File: src/rtl/rvs_pkg.sv
// Shared types for the reservation station: entry state, entry record and tag mapping.
package rvs_pkg;

    localparam int RVS_TAG_W      = 4;
    localparam int RVS_OPC_W      = 4;
    localparam int RVS_DEPTH      = 4;
    localparam int RVS_STATION_ID = 1;
    localparam int RVS_OFF_W      = 12;
    localparam int RVS_DATA_W     = 32;

    typedef enum logic [1:0] {
        ST_EMPTY  = 2'd0,
        ST_WAIT   = 2'd1,
        ST_READY  = 2'd2,
        ST_ISSUED = 2'd3
    } ent_state_e;

    // ST_EMPTY must stay the all-zero encoding so that clearing an entry empties it.
    typedef struct packed {
        ent_state_e              state;
        logic [RVS_OPC_W-1:0]    opc;
        logic [RVS_OFF_W-1:0]    offset;
        logic                    s1_vld;
        logic [RVS_TAG_W-1:0]    s1_tag;
        logic [RVS_DATA_W-1:0]   s1_data;
        logic                    s2_vld;
        logic [RVS_TAG_W-1:0]    s2_tag;
        logic [RVS_DATA_W-1:0]   s2_data;
    } ent_t;

    // Destination tag owned by entry idx of station rvs_id.
    function automatic logic [RVS_TAG_W-1:0] tag_of(input int unsigned idx,
                                                    input int unsigned rvs_id = RVS_STATION_ID,
                                                    input int unsigned depth  = RVS_DEPTH);
        return RVS_TAG_W'(rvs_id * depth + idx);
    endfunction

endpackage

File: src/rtl/rvs_station_prio.sv
// Lowest-set-bit priority encoder: vld if any request, idx of the lowest one.
module prio_enc_lsb #(
    parameter int N     = 4,
    parameter int IDX_W = $clog2(N)
) (
    input  logic [N-1:0]     req,
    output logic             vld,
    output logic [IDX_W-1:0] idx
);

    // Scan from the top down so the lowest requesting index wins.
    always_comb begin
        vld = |req;
        idx = '0;
        for (int i = N - 1; i >= 0; i--) begin
            if (req[i]) idx = IDX_W'(i);
        end
    end

endmodule

File: src/rtl/rvs_station.sv
// Reservation station: accepts dispatched ops, wakes operands from the CDB,
// issues ready ops to one execution unit and recycles its tags on result broadcast.
module rvs_station
    import rvs_pkg::*;
#(
    parameter int TAG_W  = RVS_TAG_W,
    parameter int OPC_W  = RVS_OPC_W,
    parameter int DEPTH  = RVS_DEPTH,
    parameter int RVS_ID = RVS_STATION_ID
) (
    input  logic             clk,
    input  logic             rst_n,
    input  logic             dec_req,
    output logic             dec_rdy,
    output logic [TAG_W-1:0] dec_tag,
    input  logic [OPC_W-1:0] dec_opc,
    input  logic             dec_src1_vld,
    input  logic             dec_src2_vld,
    input  logic [TAG_W-1:0] dec_src1_tag,
    input  logic [TAG_W-1:0] dec_src2_tag,
    input  logic [31:0]      dec_src1_wdata,
    input  logic [31:0]      dec_src2_wdata,
    input  logic [11:0]      dec_offset,
    output logic             exu_req,
    input  logic             exu_rdy,
    output logic [TAG_W-1:0] exu_tag,
    output logic [OPC_W-1:0] exu_opc,
    output logic [31:0]      exu_src1,
    output logic [31:0]      exu_src2,
    output logic [11:0]      exu_offset,
    input  logic             cdb_wr,
    input  logic [TAG_W-1:0] cdb_tag,
    input  logic [31:0]      cdb_wdata
);

    localparam int IDX_W = $clog2(DEPTH);

    ent_t             ent_q [DEPTH];
    ent_t             ent_d [DEPTH];
    logic [TAG_W-1:0] own_tag [DEPTH];
    logic [DEPTH-1:0] free_vec;
    logic [DEPTH-1:0] rdy_vec;
    logic             free_vld;
    logic             rdy_vld;
    logic [IDX_W-1:0] free_idx;
    logic [IDX_W-1:0] rdy_idx;
    logic             do_disp;
    logic             do_issue;
    logic             in_s1_vld;
    logic             in_s2_vld;
    logic [31:0]      in_s1_data;
    logic [31:0]      in_s2_data;

    // Per-entry tags and the empty / ready masks feeding the two selectors.
    always_comb begin
        for (int i = 0; i < DEPTH; i++) begin
            own_tag[i]  = tag_of(i, RVS_ID, DEPTH);
            free_vec[i] = (ent_q[i].state == ST_EMPTY);
            rdy_vec[i]  = (ent_q[i].state == ST_READY);
        end
    end

    prio_enc_lsb #(.N(DEPTH), .IDX_W(IDX_W)) u_free_sel (
        .req (free_vec),
        .vld (free_vld),
        .idx (free_idx)
    );

    prio_enc_lsb #(.N(DEPTH), .IDX_W(IDX_W)) u_rdy_sel (
        .req (rdy_vec),
        .vld (rdy_vld),
        .idx (rdy_idx)
    );

    assign dec_rdy  = free_vld;
    assign dec_tag  = own_tag[free_idx];
    assign exu_req  = rdy_vld;
    assign do_disp  = dec_req && free_vld;
    assign do_issue = rdy_vld && exu_rdy;

    // Issue port shows the selected READY entry, zeros when nothing is ready.
    always_comb begin
        exu_tag    = '0;
        exu_opc    = '0;
        exu_src1   = '0;
        exu_src2   = '0;
        exu_offset = '0;
        if (rdy_vld) begin
            exu_tag    = own_tag[rdy_idx];
            exu_opc    = ent_q[rdy_idx].opc;
            exu_src1   = ent_q[rdy_idx].s1_data;
            exu_src2   = ent_q[rdy_idx].s2_data;
            exu_offset = ent_q[rdy_idx].offset;
        end
    end

    // Incoming operands with same-cycle CDB bypass for pending sources.
    always_comb begin
        in_s1_vld  = dec_src1_vld || (cdb_wr && (cdb_tag == dec_src1_tag));
        in_s2_vld  = dec_src2_vld || (cdb_wr && (cdb_tag == dec_src2_tag));
        in_s1_data = dec_src1_vld ? dec_src1_wdata : (in_s1_vld ? cdb_wdata : 32'd0);
        in_s2_data = dec_src2_vld ? dec_src2_wdata : (in_s2_vld ? cdb_wdata : 32'd0);
    end

    // Per-entry next state; dispatch, issue, wake and free act on disjoint states.
    always_comb begin
        for (int i = 0; i < DEPTH; i++) begin
            ent_d[i] = ent_q[i];
            case (ent_q[i].state)
                ST_EMPTY: begin
                    if (do_disp && (free_idx == IDX_W'(i))) begin
                        ent_d[i].opc     = dec_opc;
                        ent_d[i].offset  = dec_offset;
                        ent_d[i].s1_vld  = in_s1_vld;
                        ent_d[i].s1_tag  = dec_src1_tag;
                        ent_d[i].s1_data = in_s1_data;
                        ent_d[i].s2_vld  = in_s2_vld;
                        ent_d[i].s2_tag  = dec_src2_tag;
                        ent_d[i].s2_data = in_s2_data;
                        ent_d[i].state   = (in_s1_vld && in_s2_vld) ? ST_READY : ST_WAIT;
                    end
                end
                ST_WAIT: begin
                    if (cdb_wr && !ent_q[i].s1_vld && (ent_q[i].s1_tag == cdb_tag)) begin
                        ent_d[i].s1_vld  = 1'b1;
                        ent_d[i].s1_data = cdb_wdata;
                    end
                    if (cdb_wr && !ent_q[i].s2_vld && (ent_q[i].s2_tag == cdb_tag)) begin
                        ent_d[i].s2_vld  = 1'b1;
                        ent_d[i].s2_data = cdb_wdata;
                    end
                    if (ent_d[i].s1_vld && ent_d[i].s2_vld) ent_d[i].state = ST_READY;
                end
                ST_READY: begin
                    if (do_issue && (rdy_idx == IDX_W'(i))) ent_d[i].state = ST_ISSUED;
                end
                ST_ISSUED: begin
                    if (cdb_wr && (cdb_tag == own_tag[i])) ent_d[i] = '0;
                end
                default: ent_d[i] = '0;
            endcase
        end
    end

    // Entry registers; reset discards every entry immediately.
    always_ff @(posedge clk or negedge rst_n) begin
        if (!rst_n) begin
            for (int i = 0; i < DEPTH; i++) ent_q[i] <= '0;
        end else begin
            for (int i = 0; i < DEPTH; i++) ent_q[i] <= ent_d[i];
        end
    end

endmodule

File: config.mk
export PLATFORM = sky130hd
export DESIGN_NAME = rvs_station
export DESIGN_NICKNAME = d
export VERILOG_FILES = /design/src/rtl/rvs_pkg.sv /design/src/rtl/rvs_station_prio.sv /design/src/rtl/rvs_station.sv
export SDC_FILE = /design/constraint.sdc
export NUM_CORES = 1
export LEC_CHECK = 0
export ABC_AREA = 1
export BUFFER_PORTS_ARGS = -buffer_cell sky130_fd_sc_hd__buf_2
export CORE_ASPECT_RATIO = 1.75
export CORE_MARGIN = 10
export CORE_UTILIZATION = 30
export DETAILED_ROUTE_END_ITERATION = 6
export PLACE_DENSITY_LB_ADDON = 0.2
export SLEW_MARGIN = 40
export SYNTH_ARGS = -nofsm -noshare
export SYNTH_HDL_FRONTEND = slang
export SYNTH_SLANG_ARGS = --single-unit
File: constraint.sdc
create_clock -name clk -period 2.4 [get_ports clk]
set_input_delay 0.12 -clock clk [delete_from_list [all_inputs] [get_ports clk]]
set_output_delay 0.12 -clock clk [all_outputs]
set_load 0.005 [all_outputs]
# Word level (Yosys, flattened, before mapping)
# Index checks and enable logic that the tools add are counted.
dict set report word_totals {
  in_bits 131
  register_bits 368
  out_inout_bits 90
}
dict set report classes {
  order_cmp 2
  bitwise_logic 2
  muxes 95
  n_reduce_logical 83
  eq_ne 56
}
# operator count
set op_table {}
lappend op_table {{two-way mux 92 bit} 8}
lappend op_table {{two-way mux 32 bit} 14}
lappend op_table {{one-hot mux 33 bit (3 select lines)} 4}
lappend op_table {{one-hot mux 32 bit (3 select lines)} 4}
lappend op_table {{binary-select mux 92 bit (select 2 bit)} 1}
lappend op_table {{two-way mux 90 bit} 2}
lappend op_table {{one-hot mux 16 bit (2 select lines)} 4}
lappend op_table {{one-hot mux 4 bit (2 select lines)} 8}
lappend op_table {{AND reduction 4 bit} 12}
lappend op_table {{== test 4 bit} 10}
lappend op_table {{logical AND 1 bit} 37}
lappend op_table {{two-way mux 2 bit} 17}
lappend op_table {{!= test 2 bit, second input constant} 16}
lappend op_table {{one-hot mux 2 bit (4 select lines)} 4}
lappend op_table {{== test 2 bit, second input constant} 12}
lappend op_table {{two-way mux 4 bit} 6}
lappend op_table {{AND reduction 3 bit} 8}
lappend op_table {{binary-select mux 4 bit (select 2 bit)} 2}
lappend op_table {{== test 4 x 3 -> 1 bit, second input constant} 4}
lappend op_table {{two-way mux 1 bit} 16}
lappend op_table {{!= test 2 x 1 -> 1 bit, second input constant} 8}
lappend op_table {{== test 2 x 1 -> 1 bit, second input constant} 6}
lappend op_table {{logical NOT 2 bit} 6}
lappend op_table {{two-way mux 12 bit} 1}
lappend op_table {{8 further kinds} 28}

# Depth between registers and ports, before layout
dict set report logic_depth {
  depth_word 10
  mapped_depth 13
  ltp_nobuf 12
}

# Modules after synthesis
# Synthesis repeated with hierarchy kept, for this count alone.
dict set report unflattened {
  hier_cells 3120
  hier_area_um2 21471.8
}
# mod area_each_um2 n_inst cells_per_inst seq_area_each_um2
set by_module_without_submodules {}
lappend by_module_without_submodules {rvs_station 21379.3 1 3102 9208.8}
lappend by_module_without_submodules {prio_enc_lsb 46.3 2 9 0.0}

# Worst setup path after synthesis
# No wires, ideal clock.
dict set report synth_path {
  path_type {reg-to-output}
  start {reg, netlist name ent_q[182]}
  end {out exu_src2[27]}
  path_stages_with_launch 12
  t_required_ns 2.280
  slack_ns 0.419
  arrival_ns 1.861
  n_path_buf 2
  cell_sequence {dfrtp_1 inv_1 ha_1 inv_1 nand2_1 a21oi_2 inv_1 clkbuf_1 clkbuf_1 a21oi_1 o21ai_0 a31oi_1}
}
dict set report synth_via {
  elab_chain_cells 9
  elab_cells_between_ends 10
  classes_between {1 x eq/ne; 7 x mux; 1 x bitwise; 1 x reduce/logical}
}
# element line_no
set synth_lines {}
lappend synth_lines {{== test 2 bit (*)} rvs_station.sv:59} ;# rdy_vec[i] = (ent_q[i].state == ST_READY);
lappend synth_lines {{two-way mux 2 bit (3 in a row)} rvs_station_prio.sv:16} ;# if (req[i]) idx = IDX_W'(i);
lappend synth_lines {{inverter 2 -> 3 bit (not written as such)} rvs_station.sv:92} ;# exu_src2 = ent_q[rdy_idx].s2_data;
lappend synth_lines {{binary-select mux 92 bit (select 2 bit)} rvs_station.sv:92}
lappend synth_lines {{two-way mux 90 bit (2 in a row)} n/a}
lappend synth_lines {{two-way mux 32 bit (*)} rvs_station.sv:88} ;# if (rdy_vld) begin
lappend synth_lines {{end, declared} rvs_station.sv:29} ;# output logic [31:0] exu_src2,
# Mark *: on every way between the ends. The rest lies on a longest branch, timed or not. The select of a mux whose other input is x is not followed.

# Worst setup path in the final report
dict set report layout_path {
  start {reg, netlist name ent_q[183]}
  end {out exu_src2[1]}
}
dict set report layout_via {
  elab_chain_cells 9
  elab_cells_between_ends 10
  classes_between {1 x eq/ne; 7 x mux; 1 x bitwise; 1 x reduce/logical}
}
# element line_no
set layout_lines {}
lappend layout_lines {{== test 2 bit (*)} rvs_station.sv:59}
lappend layout_lines {{two-way mux 2 bit (3 in a row)} rvs_station_prio.sv:16}
lappend layout_lines {{inverter 2 -> 3 bit (not written as such)} rvs_station.sv:92}
lappend layout_lines {{binary-select mux 92 bit (select 2 bit)} rvs_station.sv:92}
lappend layout_lines {{two-way mux 90 bit (2 in a row)} n/a}
lappend layout_lines {{two-way mux 32 bit (*)} rvs_station.sv:88}
# Marked as above.

==> impl_metrics.env <==
export IMPL_postLayoutSetupSlackWorst_ns=-0.2843
export IMPL_drt_iter0_markers=1792
export IMPL_synth_area_um2=21610
export IMPL_initial_core_util=0.3019
export IMPL_cp_top_family="compound AO/OA/AOI/OAI gates"
export IMPL_power_leakage_nw=14.89
export IMPL_layout_min_cycle_time_ns=2.684
export IMPL_period_share=1.118
export IMPL_dr_wl_met3_um=6476
export IMPL_wl_per_cell_um=21.75
export IMPL_wl_met1_um=37870
export IMPL_final_area_um2=28370
export IMPL_violations="negative setup slack"
export IMPL_vdd_ir_drop_max_v=0.0009433
export IMPL_place_gp_congestion=0.8477
export IMPL_nNetsFinal=3755
export IMPL_core_region_area_um2=71570
export IMPL_drt_first_pass_iters=7
export IMPL_crit_type="reg2out"
export IMPL_clkLatencyLatePin_ns=0.60
export IMPL_p_per_area_nw_per_um2=1650
export IMPL_post_place_ws_ns=-0.07354
export IMPL_cts_sinks=368
export IMPL_die_area_um2=83580
export IMPL_syn_inst=3279
export IMPL_grt_ovfl_total=0
export IMPL_antennaDiodeCount=0
export IMPL_hold_viol_final=0
export IMPL_crit_path_start_kind="flop"
export IMPL_status="finished with violations"
export IMPL_area_growth_pct=31.28
export IMPL_cp_required_ns=2.28
export IMPL_drv_cap=0
export IMPL_drc=0
export IMPL_arrival_ns=2.56
export IMPL_cts_buffer_depth=3
export IMPL_cts_made_buffers=41
export IMPL_fin_skew_ns=0.02490
export IMPL_layout_commonest_cell="nand2_1"
export IMPL_top_regs="ent_q: 368 flops"
export IMPL_yosys_area_top_type="dfrtp_1"
export IMPL_setup_violations_final=80
export IMPL_cp_buffers_inverters=5
export IMPL_rsz0062_at_grt="true"
export IMPL_slew_headroom=0.4744
export IMPL_layout_drive_gt1_share=0.1782
export IMPL_vias_per_cell=5.131
export IMPL_die_x_um=222.9
export IMPL_rows=130
export IMPL_grt_pass1_wl_um=146400
export IMPL_end_kind="primary output"
export IMPL_io_pins=221
export IMPL_worst_slew_pin_slew_ns=0.7801
export IMPL_yosysUniqueCellTypes=30
export IMPL_cts_root_buf="clkbuf_16"
export IMPL_htreeDepth=2
export IMPL_drt_total_wl_um=99160
export IMPL_grt_use_total=0.2260
export IMPL_synth_area_leaders="dfrtp_1 43%, nand2_1 27%, nand3_1 8.3%"
export IMPL_ant_nets=0
export IMPL_io_buffers=217
export IMPL_synth_seq_cells=368
export IMPL_hold_class="in2reg"
export IMPL_layout_common_cells="1546 x nand2_1, 368 x dfrtp_1, 359 x nand3_1, 231 x o21ai_0, 212 x buf_2"
export IMPL_slowest_stage="dfrtp_1"
export IMPL_maxSlewViolCount=0
export IMPL_highest_layer="met5"
export IMPL_clk_pin_slew_ns=0.06
export IMPL_ys_seq_area_frac=0.4262
export IMPL_dp_final_hpwl_um=63910
export IMPL_top_register="ent_q"
export IMPL_antenna_found_initial=8
export IMPL_place_area_um2=24880
export IMPL_grt_max_degree=97
export IMPL_crit_fanout=14
export IMPL_vias=23400
export IMPL_worstPathCellList="ha_4, inv_4, nand2_4, a21oi_4, inv_6, buf_12, a21oi_1, o21ai_0, a31oi_1, buf_4, buf_2"
export IMPL_slowest_delay_ns=0.42
export IMPL_grt_pass1_vias=23670
export IMPL_syn_area_per_cell_um2=6.590
export IMPL_synth_top_area_share=0.4262
export IMPL_yosysWarnings=0
export IMPL_largest_reg_flops=368
export IMPL_cts_tree="done"
export IMPL_route_met2_wl_um=49380
export IMPL_die_h_um=375.0
export IMPL_max_freq_ghz=0.3725
export IMPL_fin_total_pwr_mw=46.80
==> path summary, 6_finish.rpt <==
check | start | end | slack [ns] | depth (start not counted)
min in group asynchronous | rst_n | ent_q[178] | 0.54 | 3
hold / removal | dec_src2_wdata[16] | ent_q[200] | 0.06 | 7
setup / recovery | ent_q[183] | exu_src2[1] | -0.28 | 11
setup reg to reg | ent_q[367] | ent_q[207] | 0.03 | 15
hold reg to reg | ent_q[107] | ent_q[107] | 0.47 | 2
max in group asynchronous | rst_n | ent_q[138] | 0.99 | 5
==> power by group <==
part           internal, mW  total, mW  switching (mW)
Sequential             8.84       10.1            1.26
Combinational          11.0       30.2            19.3
Clock                  3.64       6.46            2.82
Total                  23.4       46.8            23.4
==> metrics by stage <==
stage	setup TNS [ns]	hold slack (ns)	utilization	std cells
6_report	-14.39	0.05897	0.3964	4560
5_1_grt	-32.32	0.1156	0.3964	4560
3_5_place_dp	-0.1068	0.006538	0.3476	4360
4_1_cts	-16.41	0.03829	0.3871	4528
3_3_place_gp	-0.09319	0.005295	0.3476	4360
2_1_floorplan	0	-0.1756	-	3280
==> per-layer routing <==
layer	GRT usage	up-vias
met5	0	-
met4	0.1124	14
met3	0.04089	283
met2	0.4005	891
met1	0.2547	11100
li1	-	11110
==> kinds of logic after synthesis <==
family / count (synthesis) / synth area share
simple gates: 2048 / 0.3779
compound gates: 450 / 0.1102
flops: 368 / 0.4262
buf+inv: 392 / 0.07470
fa+ha+maj: 17 / 0.009843
other cells: 2 / 0.0003476
xor+xnor: 2 / 0.0008108
==> what timing repair did <==
action | in CTS | in global routing
pin swaps | 40 | 49
setup buffers | 34 | 29
gates resized for setup | 150 | 92
endpoints found under the hold margin | 654 | 0
gates cloned | 8 | 11
hold buffers | 59 | 0
endpoints found under the setup margin | 81 | 383
==> layout make-up <==
type | count | area [um^2]
multi-input cells | 2521 | 11480
inverters | 169 | 658.1
clock inverters | 12 | 122.6
repair buffers | 506 | 4553
flip-flops and latches | 368 | 9209
clock buffers | 60 | 1187
fillers | 7636 | 43200
well taps | 924 | 1156
==> Yosys cell counts <==
library cell  number
nor2_2             4
o21bai_1           2
o21ai_2            1
ha_1              17
a21oi_4            1
buf_4             16
buf_1              7
nor3_2             1
inv_2              5
buf_6              1
conb_1             2
nand2_2            1
a21oi_2            2
o21ai_1           15
o21ai_0          281
a31oi_1           80
o211ai_1           1
inv_1            162
nand2_1         1563
a21oi_1           67
clkbuf_1         139
buf_2             58
clkbuf_2           2
clkinv_1           2
nand3_1          359
nor2_1           117
xor2_1             2
or2_2              1
dfrtp_1          368
nand3b_1           2
==> worst reg2reg max path, stage by stage (launching register included) <==
cell and delay [ns]:
dfrtp_1 0.42, buf_4 0.16, inv_1 0.07, ha_1 0.24, buf_4 0.17, nor2_1 0.05, nand2_1 0.10, nand3_1 0.10
nand2_1 0.09, nand2_1 0.07, nor2_1 0.18, nand2_2 0.12, inv_2 0.09, buf_12 0.26, nand2_1 0.13, nand2_1 0.07
Note: power is estimated with default switching activity, not from simulation.
